**src/rtl/bitmap_pkg.sv**
```systemverilog
// Shared definitions for the bitmap address stream: edge-mode encoding
// and the width helper for the in-word pixel select.
package bitmap_pkg;

    // Edge handling applied independently to each axis. Encoding 3 behaves
    // like clip so that every value of the 2-bit mode field is defined.
    typedef enum logic [1:0] {
        EDGE_CLIP     = 2'd0,
        EDGE_WRAP     = 2'd1,
        EDGE_CLAMP    = 2'd2,
        EDGE_CLIP_ALT = 2'd3
    } edge_mode_t;

    // Width of the pixel-select field; at least one bit even when a word
    // holds a single pixel.
    function automatic int sel_width(input int ppw);
        int lg;
        lg = $clog2(ppw);
        return (lg < 1) ? 1 : lg;
    endfunction

endpackage

```
**src/rtl/bitmap_edge.sv**
```systemverilog
// Per-axis edge handling: maps a signed coordinate into [0, size) using
// clip, wrap or clamp, and flags coordinates that cannot be mapped.
module bitmap_edge
    import bitmap_pkg::*;
#(
    parameter int CORDW = 16
) (
    input  logic signed [CORDW:0]   a,
    input  logic signed [CORDW-1:0] size,
    input  edge_mode_t              mode,
    output logic        [CORDW-1:0] v,
    output logic                    clip
);

    // Two extra bits hold both -size and 2*size without overflow.
    localparam int EW = CORDW + 2;
    localparam logic signed [EW-1:0] ONE = 1;

    logic signed [EW-1:0] av;
    logic signed [EW-1:0] sz;
    logic signed [EW-1:0] sz2;

    assign av  = EW'(a);
    assign sz  = EW'(size);
    assign sz2 = sz + sz;

    // Saturate a value into [0, lim-1].
    function automatic logic [CORDW-1:0] sat_range(
        input logic signed [EW-1:0] val,
        input logic signed [EW-1:0] lim
    );
        if (val[EW-1])
            return '0;
        else if (val >= lim)
            return CORDW'(lim - ONE);
        else
            return CORDW'(val);
    endfunction

    // Select the mapped coordinate and clip flag for the current mode.
    always_comb begin
        v    = '0;
        clip = 1'b0;
        case (mode)
            EDGE_WRAP: begin
                // A single add/subtract of size only covers [-size, 2*size).
                if ((av < -sz) || (av >= sz2))
                    clip = 1'b1;
                else if (av[EW-1])
                    v = CORDW'(av + sz);
                else if (av >= sz)
                    v = CORDW'(av - sz);
                else
                    v = CORDW'(av);
            end
            EDGE_CLAMP: begin
                v = sat_range(av, sz);
            end
            default: begin
                if (av[EW-1] || (av >= sz))
                    clip = 1'b1;
                else
                    v = CORDW'(av);
            end
        endcase
    end

endmodule

```
**src/rtl/bitmap_addr_stream.sv**
```systemverilog
// Bitmap address stream: converts (x+offx, y+offy) requests into a word
// address and in-word pixel select through a 3-stage globally stalled
// valid/ready pipeline. Geometry is captured with each request so it may
// change freely between requests.
module bitmap_addr_stream
    import bitmap_pkg::*;
#(
    parameter  int CORDW = 16,
    parameter  int ADDRW = 24,
    parameter  int PIXW  = 4,
    parameter  int WORDW = 32,
    parameter  int TAGW  = 8,
    localparam int SELW  = sel_width(WORDW / PIXW)
) (
    input  logic                    clk,
    input  logic                    rst_n,
    input  logic signed [CORDW-1:0] bmpw,
    input  logic signed [CORDW-1:0] bmph,
    input  logic        [ADDRW-1:0] base,
    input  logic        [1:0]       mode,
    input  logic                    in_valid,
    output logic                    in_ready,
    input  logic signed [CORDW-1:0] x,
    input  logic signed [CORDW-1:0] y,
    input  logic signed [CORDW-1:0] offx,
    input  logic signed [CORDW-1:0] offy,
    input  logic        [TAGW-1:0]  in_tag,
    output logic                    out_valid,
    input  logic                    out_ready,
    output logic        [ADDRW-1:0] addr,
    output logic        [SELW-1:0]  sel,
    output logic                    clip,
    output logic        [TAGW-1:0]  out_tag
);

    localparam int PPW   = WORDW / PIXW;
    localparam int SHIFT = $clog2(PPW);
    localparam int PW    = ADDRW + SELW;
    localparam logic [SELW-1:0] SEL_MASK = SELW'(PPW - 1);

    // Global stall: the whole pipe moves whenever the output slot is free.
    logic adv;
    assign adv      = !out_valid || out_ready;
    assign in_ready = adv;

    // Stage 1 registers: offset coordinates plus captured geometry.
    logic                    vld_p0;
    logic signed [CORDW:0]   ax_p0;
    logic signed [CORDW:0]   ay_p0;
    logic signed [CORDW-1:0] bmpw_p0;
    logic signed [CORDW-1:0] bmph_p0;
    logic        [ADDRW-1:0] base_p0;
    edge_mode_t              mode_p0;
    logic        [TAGW-1:0]  tag_p0;

    // Stage 2 registers: linear pixel index and combined clip flag.
    logic                    vld_p1;
    logic        [PW-1:0]    p_p1;
    logic                    clip_p1;
    logic        [ADDRW-1:0] base_p1;
    logic        [TAGW-1:0]  tag_p1;

    // Edge-mapped coordinates feeding the stage-2 multiply.
    logic [CORDW-1:0] ex;
    logic [CORDW-1:0] ey;
    logic             clip_x;
    logic             clip_y;

    bitmap_edge #(
        .CORDW (CORDW)
    ) u_edge_x (
        .a    (ax_p0),
        .size (bmpw_p0),
        .mode (mode_p0),
        .v    (ex),
        .clip (clip_x)
    );

    bitmap_edge #(
        .CORDW (CORDW)
    ) u_edge_y (
        .a    (ay_p0),
        .size (bmph_p0),
        .mode (mode_p0),
        .v    (ey),
        .clip (clip_y)
    );

    // Advance the valid flags; reset empties the pipe.
    always_ff @(posedge clk or negedge rst_n) begin
        if (!rst_n) begin
            vld_p0    <= 1'b0;
            vld_p1    <= 1'b0;
            out_valid <= 1'b0;
        end else if (adv) begin
            vld_p0    <= in_valid;
            vld_p1    <= vld_p0;
            out_valid <= vld_p1;
        end
    end

    // Stage 1: widen by one bit so the offset add cannot overflow.
    always_ff @(posedge clk) begin
        if (adv) begin
            ax_p0   <= {x[CORDW-1], x} + {offx[CORDW-1], offx};
            ay_p0   <= {y[CORDW-1], y} + {offy[CORDW-1], offy};
            bmpw_p0 <= bmpw;
            bmph_p0 <= bmph;
            base_p0 <= base;
            mode_p0 <= edge_mode_t'(mode);
            tag_p0  <= in_tag;
        end
    end

    // Stage 2: edge mapping and a single registered multiply-add.
    always_ff @(posedge clk) begin
        if (adv) begin
            p_p1    <= PW'(ey) * PW'($unsigned(bmpw_p0)) + PW'(ex);
            clip_p1 <= clip_x | clip_y;
            base_p1 <= base_p0;
            tag_p1  <= tag_p0;
        end
    end

    // Stage 3: word address and pixel select, forced to zero on clip.
    always_ff @(posedge clk or negedge rst_n) begin
        if (!rst_n) begin
            addr    <= '0;
            sel     <= '0;
            clip    <= 1'b0;
            out_tag <= '0;
        end else if (adv && vld_p1) begin
            addr    <= clip_p1 ? '0 : base_p1 + p_p1[SHIFT +: ADDRW];
            sel     <= clip_p1 ? '0 : (p_p1[SELW-1:0] & SEL_MASK);
            clip    <= clip_p1;
            out_tag <= tag_p1;
        end
    end

endmodule

```
**config.mk**
```make
export PLATFORM = sky130hd
export DESIGN_NAME = bitmap_addr_stream
export DESIGN_NICKNAME = d
export VERILOG_FILES = /design/src/rtl/bitmap_pkg.sv /design/src/rtl/bitmap_edge.sv /design/src/rtl/bitmap_addr_stream.sv
export SDC_FILE = /design/constraint.sdc
export NUM_CORES = 1
export LEC_CHECK = 0
export CORE_MARGIN = 3
export CORE_UTILIZATION = 65
export DETAILED_ROUTE_END_ITERATION = 6
export PLACE_DENSITY_LB_ADDON = 0.05
export SYNTH_ARGS = -nofsm -noshare
export SYNTH_HDL_FRONTEND = slang
export SYNTH_SLANG_ARGS = --single-unit
```
**constraint.sdc**
```tcl
create_clock -name clk -period 18.55 [get_ports clk]
set_input_delay 5.565 -clock clk [delete_from_list [all_inputs] [get_ports clk]]
set_output_delay 5.565 -clock clk [all_outputs]
set_load 0.02 [all_outputs]
```
==> reports/results.txt <==
status: finished clean
slack of the critical path: 6.037 ns
vias in the first global route: 18,870
Peak VDD IR: 169.5 uV
Fin. Hold Viols: 0
setup tns final: 0 ns
sequential power share: 0.184
Slew @ Worst Pin: 1.136 ns
num ports: 172
Slew headroom: 0.2374
Yosys warning count: 0
number of synthesized register bits: 199
via count: 18,810
commonest non-fill, non-tap cell in the layout: inv_1
PwrDens: 175.5 nW/um^2
largest net degree at the start of global routing: 65
initial detailed-routing violation count: 1,557
HPWL after DPL: 46,120 microns
initial antenna violation count: 1
Max clock buf depth: 2
final global-route overflow total: 0
worst skew pair latency: 0.46 ns
Pint: 2.319 mW
n_diodes: 0
Post-Route Hold Slack: 0.4224 ns
number of CTS-inserted buffers: 17
cell area after synthesis: 23,280 sq um
register area: 5781 sq um
die width: 195.2 microns
commonest non-fill, non-tap cells in the layout: 367 x inv_1, 267 x ha_1, 232 x nand2_1
Die Footprint: 38,120 sq um
Distinct cells, synth: 91
post-synth net total: 3,093
number of hold buffers added after cts: 0
initial core utilization: 0.6673
fin util: 0.7427
Final Power: 4.546 mW
f_max: 0.07992 GHz
Comb pwr share: 0.732
HP Class: reg -> reg
Core Area: 34,880 sq um
Most used DFF post-synth: edfxtp_1
clock root cell: clkbuf_16
area of the multi-input gates: 15,720 sq um
CTS tree: built
gate count of the mapped netlist: 2,483
synth top area cells: edfxtp_1 21%, fa_1 18%, ha_1 14%
GRT Overall Usage: 0.3140
Final #Nets: 3,205
# setup viols final: 0
Area Growth Syn to Fin: 11.30%
H-tree Lvls: 4
final WL: 58,790 microns
postcts setup bufs: 0
Worst Setup End Kind: primary output
RSZ-0062 raised after global routing: no
Mean Syn Cell Area: 9.374 sq um
FILL cells: 2,540
wire per inst: 19.19 microns
layout cell share with drive strength beyond 1: 0.03796
num rows: 68
CTS clock-pin slew for the worst setup and hold paths: 0.08 ns
pre-CTS setup slack: 6.060 ns
Detail Route Antenna Nets: 0
register area share after synthesis: 0.2483
sink count of the clock tree: 199
CP Data Arrival Time: 6.95 ns
WP data required: 12.98 ns
post_cts resized: 0
global-route wire length before repair: 96,280 microns
Clk pwr share: 0.084
min cycle time layout: 12.51 ns
Vias per Instance: 6.141
Leakage: 11.73 nW
startpoint class of the critical path: input pin
Final Wtd Congestion: 1.001
switch share: 0.4898
cell taking the most area after synthesis: edfxtp_1
Synth top area share: 0.2064
die height: 195.2 microns
WS Path Type: in -> out
Final Cycle Share: 0.6746
Final Skew: 0.009104 ns
Port-buffer cells: 171
Detailed Routing Iterations Pass 1: 7
DR DRC count: 0
Net Switching: 2.226 mW
Worst Path Max Fanout: 5
number of synthesized flops with an enable pin: 160
MaxCap Viol Count: 0
asr flop ratio synth: 0.1960
final number of max-transition violations: 0
==> sequential cells by signal (all words and copies together) (netlist names), 3 cells and up <==
register / flops
addr: 24
ax_p0: 17
ay_p0: 17
base_p0: 24
base_p1: 24
bmph_p0: 16
bmpw_p0: 16
out_tag: 8
p_p1: 27
sel: 3
tag_p0: 8
tag_p1: 8
==> routing by layer <==
metal | GRT usage | vias up | wire [microns]
li1 | - | 8663 | -
met1 | 0.4345 | 9148 | 24790
met2 | 0.5130 | 887 | 27440
met3 | 0.06004 | 111 | 5198
met4 | 0.08503 | 0 | 1359
met5 | 0 | - | 0
==> worst paths after layout <==
| path | startpoint | end | slack, ns | cells after the start |
|---|---|---|---|---|
| hold reg to reg | tag_p0[3] | tag_p1[3] | 0.42 | 0 |
| setup reg to reg | bmph_p0[4] | p_p1[26] | 7.32 | 36 |
| min in group asynchronous | rst_n | out_tag[7] | 5.22 | 1 |
| max in group asynchronous | rst_n | addr[20] | 12.75 | 1 |
| hold / removal | tag_p0[3] | tag_p1[3] | 0.42 | 0 |
| setup / recovery | out_ready | in_ready | 6.04 | 3 |
==> area by class of cell <==
| cell class | count | share of cell area |
|---|---|---|
| timing repair buffer | 191 | 0.07167 |
| inverter | 368 | 0.05332 |
| clock buffer | 17 | 0.01642 |
| sequential | 199 | 0.2231 |
| tap | 455 | 0.02197 |
| clock inverter | 15 | 0.006906 |
| multi-input combinational | 1818 | 0.6066 |
==> power by group through the flow <==
stage | clock network (mW) | registers (mW) | logic [mW]
after floorplan | 0 | 0.842 | 2.48
after global placement | 0 | 0.836 | 3.15
after detailed placement | 0 | 0.841 | 3.28
after CTS | 0.389 | 0.835 | 3.31
after global routing | 0.404 | 0.850 | 3.75
final | 0.381 | 0.837 | 3.33
==> per-stage QoR <==
| stage | instances | cell area, sq um |
|---|---|---|
| floorplan | 2483 | 23280 |
| global placement | 3031 | 25300 |
| detailed placement | 3031 | 25300 |
| CTS | 3063 | 25910 |
| global route | 3063 | 25910 |
| finish | 3063 | 25910 |
==> cell families (layout without fill, tap and decap cells) <==
logic type               after synthesis  count (layout)  share of synthesized area
AND/OR/NAND/NOR                      666             666                     0.1393
flip-flops                           199             199                     0.2483
AO/OA/AOI/OAI                        505             505                     0.1434
buffers and inverters                466             591                    0.07714
XOR/XNOR                             140             140                    0.05418
multiplexers                          31              31                    0.01435
adder cells (fa/ha/maj)              476             476                     0.3233
==> cells in the mapped netlist, types with 35 or more instances <==
master      n
ha_1      267
inv_1     367
edfxtp_1  160
xnor2_1   114
a21oi_1   136
and2_1     81
a21o_1     37
nor2_1    122
o21ai_0   109
nand2_1   232
fa_1      209
nor3_1     48
nand3_1    35
clkbuf_1   72
dfrtp_1    39
nand2b_1   37
==> worst max-delay path, cell delays in order <==
cell,delay (ns)
clkdlybuf4s50_1,0.46
nand2b_4,0.25
clkdlybuf4s50_1,0.65
Note: power is estimated with default switching activity, not from simulation.
